$ cat src/rtl/l1req_readout_sequencer.sv
// l1req_readout_sequencer: serves Gray-coded L1 request count via req/ack with TMR read pointer
module l1req_readout_sequencer #(
    parameter int CNT_W = 4
) (
    input  logic             i_clk,
    input  logic             i_rst,
    input  logic [CNT_W-1:0] i_l1_req_gray,
    input  logic             i_read_ack,
    output logic             o_read_req,
    output logic [CNT_W-1:0] o_read_id,
    output logic [CNT_W-1:0] o_pending,
    output logic             o_busy,
    output logic             o_gray_error,
    output logic             o_overflow,
    output logic             o_seu_error
);
    typedef enum logic [1:0] {IDLE, REQ, GAP} state_t;
    state_t           r_state, w_state_nxt;
    logic [CNT_W-1:0] r_gray_sample, r_gray_prev, r_rd0, r_rd1, r_rd2, r_read_id;
    logic             r_primed, r_base, r_gray_error, r_overflow, r_seu_error;
    logic [CNT_W-1:0] w_wr, w_wr_in, w_rd, w_rd_nxt, w_gray_diff;
    logic             w_ack, w_multi;
    function automatic logic [CNT_W-1:0] gray2bin(input logic [CNT_W-1:0] g);
        logic [CNT_W-1:0] b;
        b = g;
        for (int i = CNT_W - 2; i >= 0; i--) b[i] = b[i+1] ^ g[i];
        return b;
    endfunction
    assign w_wr        = gray2bin(r_gray_sample);
    assign w_wr_in     = gray2bin(i_l1_req_gray);
    assign w_rd        = (r_rd0 & r_rd1) | (r_rd0 & r_rd2) | (r_rd1 & r_rd2);
    assign w_gray_diff = r_gray_sample ^ r_gray_prev;
    // clearing the lowest set bit leaves something only if more than one bit flipped
    assign w_multi     = |(w_gray_diff & (w_gray_diff - 1'b1));
    assign w_ack       = (r_state == REQ) && i_read_ack;
    // until the baseline is taken the read pointer simply tracks the writer
    assign w_rd_nxt    = r_base ? w_rd + CNT_W'(w_ack) : w_wr;
    assign o_pending    = w_wr - w_rd;
    assign o_busy       = (r_state != IDLE) || (o_pending != '0);
    assign o_read_req   = r_state == REQ;
    assign o_read_id    = r_read_id;
    assign o_gray_error = r_gray_error;
    assign o_overflow   = r_overflow;
    assign o_seu_error  = r_seu_error;
    always_comb begin
        w_state_nxt = r_state;
        case (r_state)
            IDLE:    w_state_nxt = (r_base && o_pending != '0) ? REQ : IDLE;
            REQ:     w_state_nxt = i_read_ack ? GAP : REQ;
            default: w_state_nxt = IDLE;
        endcase
    end
    always_ff @(posedge i_clk) begin
        if (i_rst) begin
            r_state       <= IDLE;
            r_gray_sample <= '0;
            r_gray_prev   <= '0;
            r_rd0         <= '0;
            r_rd1         <= '0;
            r_rd2         <= '0;
            r_read_id     <= '0;
            r_primed      <= 1'b0;
            r_base        <= 1'b0;
            r_gray_error  <= 1'b0;
            r_overflow    <= 1'b0;
            r_seu_error   <= 1'b0;
        end else begin
            r_state       <= w_state_nxt;
            r_gray_sample <= i_l1_req_gray;
            r_gray_prev   <= r_gray_sample;
            r_rd0         <= w_rd_nxt;
            r_rd1         <= w_rd_nxt;
            r_rd2         <= w_rd_nxt;
            r_primed      <= 1'b1;
            r_base        <= r_primed;
            r_seu_error   <= !((r_rd0 == r_rd1) && (r_rd1 == r_rd2));
            if (r_state == IDLE && w_state_nxt == REQ) r_read_id <= w_rd;
            if (r_base && w_multi) r_gray_error <= 1'b1;
            if (r_base && w_wr_in != w_wr && o_pending == '1) r_overflow <= 1'b1;
        end
    end
endmodule

$ cat config.mk
export PLATFORM = sky130hd
export DESIGN_NAME = l1req_readout_sequencer
export DESIGN_NICKNAME = d
export VERILOG_FILES = /design/src/rtl/l1req_readout_sequencer.sv
export SDC_FILE = /design/constraint.sdc
export NUM_CORES = 1
export LEC_CHECK = 0
export ABC_AREA = 1
export BUFFER_PORTS_ARGS = -buffer_cell sky130_fd_sc_hd__buf_2
export CAP_MARGIN = 30
export CORE_AREA = 8 8 56 58
export CTS_BUF_LIST = sky130_fd_sc_hd__clkbuf_8
export CTS_CLUSTER_DIAMETER = 80
export DETAILED_ROUTE_END_ITERATION = 6
export DIE_AREA = 0 0 64 66
export PLACE_DENSITY = 0.78
export SETUP_SLACK_MARGIN = 0.5
export SLEW_MARGIN = 20
export SYNTH_ARGS = -nofsm -noshare
export SYNTH_HDL_FRONTEND = slang
export SYNTH_SLANG_ARGS = --single-unit
$ cat constraint.sdc
create_clock -name i_clk -period 3.2 [get_ports i_clk]
set_clock_uncertainty 0.2 [all_clocks]
set_input_delay 0.64 -clock i_clk [delete_from_list [all_inputs] [get_ports i_clk]]
set_output_delay 0.64 -clock i_clk [all_outputs]
set_load 0.02 [all_outputs]
Yosys cells after proc, flatten, opt, wreduce, memory -nomap -nowiden --
Index checks and enable logic that the tools add are counted. W data, S select, Z words.
Word-level totals: register bits 22, logic and storage cells 43
Cells by class: add/subtract/negate cells 3, equality and inequality tests 4, muxes and demuxes 5, bitwise gates (word level) 11, reductions and logical operators 11
Operator list (count):
- $and A4 B4 Y4 | 2
- $or A4 B4 Y4 | 2
- $logic_and A1 B1 Y1 | 6
- $xor A1 B1 Y1 | 6
- $add A4 B1 Y4 | 1
- $eq A2 B1 Y1 const B | 2
- $eq A4 B4 Y1 const B | 1
- $mux W4 | 1
- $ne A4 B4 Y1 | 1
- $pmux W2 S2 | 1
- $reduce_bool A4 Y1 | 1
- $reduce_or A4 Y1 | 1
- $sub A4 B1 Y4 const B | 1
- $sub A4 B4 Y4 | 1
- $xor A4 B4 Y4 | 1
- $logic_not A2 Y1 | 1
- $mux W1 | 2
- $mux W2 | 1
- $reduce_bool A2 Y1 | 1
- $logic_or A1 B1 Y1 | 1

Longest topological paths before layout --
depth in word-level cells 10, mapped depth 17

Worst setup path before layout --
No wires, ideal clock.
path kind register to output, from reg r_gray_sample[3], to out o_busy, arrival time 2.271 ns, required time 2.360 ns, slack 0.089 ns, stages on the path, launching flop included 13, cell sequence dfxtp_1 > buf_6 > inv_4 > nand2_1 > nand3_1 > nand2_2 > xor2_1 > inv_1 > ha_1 > fa_1 > inv_1 > nor3_4 > nand4_1
Between the ends: longest elaborated chain between the ends 6
RTL lines:
- from (decl) | RTL line 19 | logic [CNT_W-1:0] r_gray_sample, r_gray_prev, r_rd0, r_rd1, r_rd2, r_read_id;
- from (signal assigned) | RTL line 69 | r_gray_sample <= i_l1_req_gray;
- $xor A1 B1 Y1 (*) (2 in series) | RTL line 26 | for (int i = CNT_W - 2; i >= 0; i--) b[i] = b[i+1] ^ g[i];
- $xor A1 B1 Y1 | RTL line 26
- $sub A4 B4 Y4 (*) | RTL line 38 | assign o_pending = w_wr - w_rd;
- via o_pending[1] | RTL line 11 | output logic [CNT_W-1:0] o_pending,
- $reduce_bool A4 Y1 (*) | RTL line 39 | assign o_busy = (r_state != IDLE) || (o_pending != '0);
- $logic_or A1 B1 Y1 (*) | RTL line 39
- to (decl) | RTL line 12 | output logic o_busy,
The timed path passes the listed nets; every way through them passes the cells marked *.

Final worst setup path --
from reg r_gray_sample[1], to out o_busy
Between the ends: longest elaborated chain between the ends 5
RTL lines (RTL line):
- $xor A1 B1 Y1 (*) | 26
- $xor A1 B1 Y1 | 26
- $sub A4 B4 Y4 (*) | 38
- $reduce_bool A4 Y1 (*) | 39
- $logic_or A1 B1 Y1 (*) | 39
Mark *: on every way between the ends. The rest lies on a longest branch, timed or not.

==> results.md <==
Status:
- The run finished, with violations left.
- The final reports fail on setup timing.

STA:
- The number of pins with negative max-slew slack in the final report was 0.
- In the final timing run, aggregate negative setup slack is -0.183 ns.
- Setup violations remaining at the end of the flow were counted as 2.
- The final period demand of the worst path is 3.36 ns.
- Setup repair after global routing could not meet its margin everywhere.
- The highest achievable clock rate is 297 MHz.
- The final worst slack is -0.164 ns.
- The count of final hold-check violations is 0.
- Dividing the final minimum period by the clock period gives 105%.

Finish:
- 0 antenna diodes ended up in the layout.
- The share of post-route cells with drive strength above 1 is 33.7%.
- Registers take 449 µm².
- The final non-filler cell area is 1690 µm².
- Cells fill 72.9% of the core in the end.
- The filler cells instantiated in the layout total 150.
- After the last flow step, the layout net total stands at 213.
- From synthesis to final layout, the design area changed by 39.2%.
- In the final layout, the multi-input gates occupy 790 µm².

Synthesis:
- In this run, distinct cell masters in the synthesized netlist total 26.
- Counting flops with a built-in enable in the synthesized netlist gives 0.
- The top cell type by area accounts for 36.3% of the synthesized area.
- Sorting the synthesized cells by area gives the leading types as sky130_fd_sc_hd__dfxtp_1 36%, sky130_fd_sc_hd__nand2_1 12%, sky130_fd_sc_hd__inv_1 7.4%.
- The share of the synthesized area in compound gates (AO/OA/AOI/OAI) is 5.15%.
- The total nets after synthesis is 180.
- In the synthesized netlist, the cells that appear most often are 38 x sky130_fd_sc_hd__nand2_1, 24 x sky130_fd_sc_hd__inv_1, 22 x sky130_fd_sc_hd__dfxtp_1, 22 x sky130_fd_sc_hd__nor2_1, 10 x sky130_fd_sc_hd__nand3_1.
- The largest family of logic cells by synthesized area is simple AND/OR/NAND/NOR gates.
- The adder-cell area share of the yosys netlist is 6.80%.
- The number of warnings printed during yosys synthesis is 0.
- After technology mapping, the gate count stands at 167.
- In the synthesized netlist the dominant register cell turns out to be sky130_fd_sc_hd__dfxtp_1.
- The sequential share of the synthesized area is 36.3%.
- The xor and xnor fraction of the mapped netlist area is 9.27%.
- The leading area contributor after synthesis is sky130_fd_sc_hd__dfxtp_1.
- The proportion of synthesized area in mux cells is 0%.
- The simple-gate share of the synthesized area is 31.5%.
- The per-instance average area after synthesis is 7.27 µm².
- Synthesis inferred 22 register bits.
- Counting flops with an async set or reset pin after synthesis yields a share of 0%.
- The post-synthesis instance area is 1210 µm².
- The most frequently used cell type in the post-synthesis netlist is sky130_fd_sc_hd__nand2_1.

Place:
- The congestion estimate from routability-driven global placement came to 0.843.
- Before CTS, the worst setup slack after placement is 0.119 ns.
- Input and output buffers added on the ports amount to 18.
- The half-perimeter wire length of the detailed placement result is 2040 µm.
- The placed instances occupy a cell area of 1360 µm².

Global routing:
- The overall overflow remaining after global route is 0.
- For this run, the total global-route usage over all layers was measured as 13.7%.
- The pin count of the biggest net entering global routing is 17.
- The number of global-route vias before repair came to 1048.
- The first-pass GRT wire length is 4630 µm.
- The number of antenna violations at the first check in global routing is 0.

Detailed routing:
- The via count of the routed design is 1198.
- The vias per cell is 5.23.
- The remaining routing DRC violations is 0.
- The iteration count of the initial detailed-routing pass is 5.
- The post-route antenna net violation count is 0.
- In this run, the number of DRC markers left after iteration 0 of detailed routing was 68.
- The detailed-route wire length per cell is 16.1 µm.
- The routed wire length is 3700 µm.

Die:
- The floorplan die height is 66 µm.
- The die covers 4220 µm².
- For this design the top-level I/O count stands at 20.
- In this run the core area contains 18 standard-cell rows.
- In this run the horizontal extent of the chip is 64 µm.
- The starting utilization of the core area is 52.4%.
- The region available for standard cell placement spans 2320 µm².

Clock network:
- In this run the number of H-tree levels came out at 1.
- TritonCTS built the clock tree.
- The CTS root buffer is sky130_fd_sc_hd__clkbuf_8.
- The clock reaches the later pin of the worst-skew pair after 0.26 ns.
- TritonCTS created 3 clock buffers.
- The cts-stage hold buffer count is 0.
- The maximum buffer depth of the clock tree is 2.
- The clock net in this run drives a total of 22 sinks.
- After clock tree synthesis, the clock-pin slew on the worst setup and hold paths is 0.08 ns.

Worst setup path:
- The most frequent cell on the critical path is sky130_fd_sc_hd__inv_1.
- The endpoint arrival time on the critical path is 2.52 ns.
- The worst-path cell with the longest stage delay is sky130_fd_sc_hd__fa_2.
- The nature of the critical path startpoint is a flip-flop.
- The signal on the critical path passes through inv_1, nand3_4, nand2_4, xor2_2, inv_1, ha_4, fa_2, xnor2_4, nor3_4, nand4_1, buf_6.
- At the worst endpoint, the required time is 2.36 ns.
- By startpoint and endpoint, the worst setup path is classified as flip-flop to output pin.
- Of all nets on the critical path, the largest fanout is 4.
- The peak per-stage delay on the critical path is 0.40 ns.
- STA classifies the critical path endpoint as an output pin.

Power and ir drop:
- For this design the ratio of total power to cell area is 505 nW/µm².
- The worst supply voltage drop on vdd is 386 µV.
- The leakage power figure is 0.828 nW.
- The design draws 0.853 mW.

Job:
- Max-cap violations in this run came to 0.

Hold path:
- The tightest min-delay check is of the flip-flop to flip-flop type.
-- placed cells by master, fill, tap and decap left out, types with 3 or more instances in the layout --
cell	instances
sky130_fd_sc_hd__a21oi_1	6
sky130_fd_sc_hd__buf_2	14
sky130_fd_sc_hd__buf_4	9
sky130_fd_sc_hd__buf_6	9
sky130_fd_sc_hd__clkbuf_8	4
sky130_fd_sc_hd__dfxtp_1	19
sky130_fd_sc_hd__ha_1	3
sky130_fd_sc_hd__inv_1	21
sky130_fd_sc_hd__inv_4	3
sky130_fd_sc_hd__nand2_1	35
sky130_fd_sc_hd__nand2_4	3
sky130_fd_sc_hd__nand3_1	8
sky130_fd_sc_hd__nand4_1	3
sky130_fd_sc_hd__nor2_1	17
sky130_fd_sc_hd__nor2_4	4
sky130_fd_sc_hd__o21ai_0	4
sky130_fd_sc_hd__xnor2_1	4
sky130_fd_sc_hd__xor2_1	6
-- layer usage --
metal | track usage (%) | routed length (µm) | up-vias
met4 | 5.01 | 180 | 0
met1 | 15.4 | 1340 | 560
met5 | 0 | 0 | -
met3 | 4.41 | 233 | 14
li1 | - | - | 576
met2 | 23.8 | 1950 | 48
-- worst max-delay path, delay by kind of cell (launching register included) --
family	cells	cell delay, ns
DFF	1	0.36
and+or+nand+nor	4	0.54
buffers and inverters	3	0.40
xor gates and xnor gates	2	0.37
adders and majority gates	2	0.57
-- path summary, 6_finish.rpt --
path	from	endpoint	slack, ns	depth (start not counted)
min reg2reg	r_primed	r_base	0.22	2
min	r_primed	r_base	0.22	2
max reg2reg	r_gray_sample[1]	o_read_id[2]	0.31	16
max	r_gray_sample[1]	o_busy	-0.16	11
-- flip-flops by register name, summed over array words and instances (netlist names) --
name / cells
o_read_id: 4
r_gray_sample: 4
o_gray_error: 1
o_overflow: 1
r_primed: 1
r_gray_prev: 4
r_base: 1
r_rd2: 4
r_state: 2
-- logic make-up after synthesis --
group,count (synthesis)
and+or+nand+nor,83
buffers and inverters,31
DFF,22
AOI/OAI and AO/OA,12
xor gates and xnor gates,12
adders and majority gates,6
other,1
-- report_power, final --
part           internal (mW)  switching (mW)  leakage [nW]
clock network          0.110          0.0895        0.0288
logic                  0.150           0.193         0.617
registers              0.291          0.0201         0.183
total                  0.551           0.303         0.828
-- area by class of cell --
class	instances	area share, %
inverter	27	7.17
clock buffer	4	3.25
sequential	22	26.6
tap	30	2.22
multi-input combinational	114	46.7
timing repair buffer	32	14.1
-- timing repair --
item / 4_1_cts / 5_1_grt
gates cloned: 0 / 0
pin swaps: 6 / 15
setup buffers: 8 / 6
gates resized for setup: 12 / 31
endpoints found under the hold margin: 0 / 0
endpoints found under the setup margin: 4 / 9
-- metrics by stage --
step / hold slack (ns) / instances
after floorplan: 0.188 / 167
after global placement: 0.192 / 211
after detailed placement: 0.195 / 211
after CTS: 0.212 / 223
after global routing: 0.263 / 229
final: 0.224 / 229
Note: power is estimated with default switching activity, not from simulation.
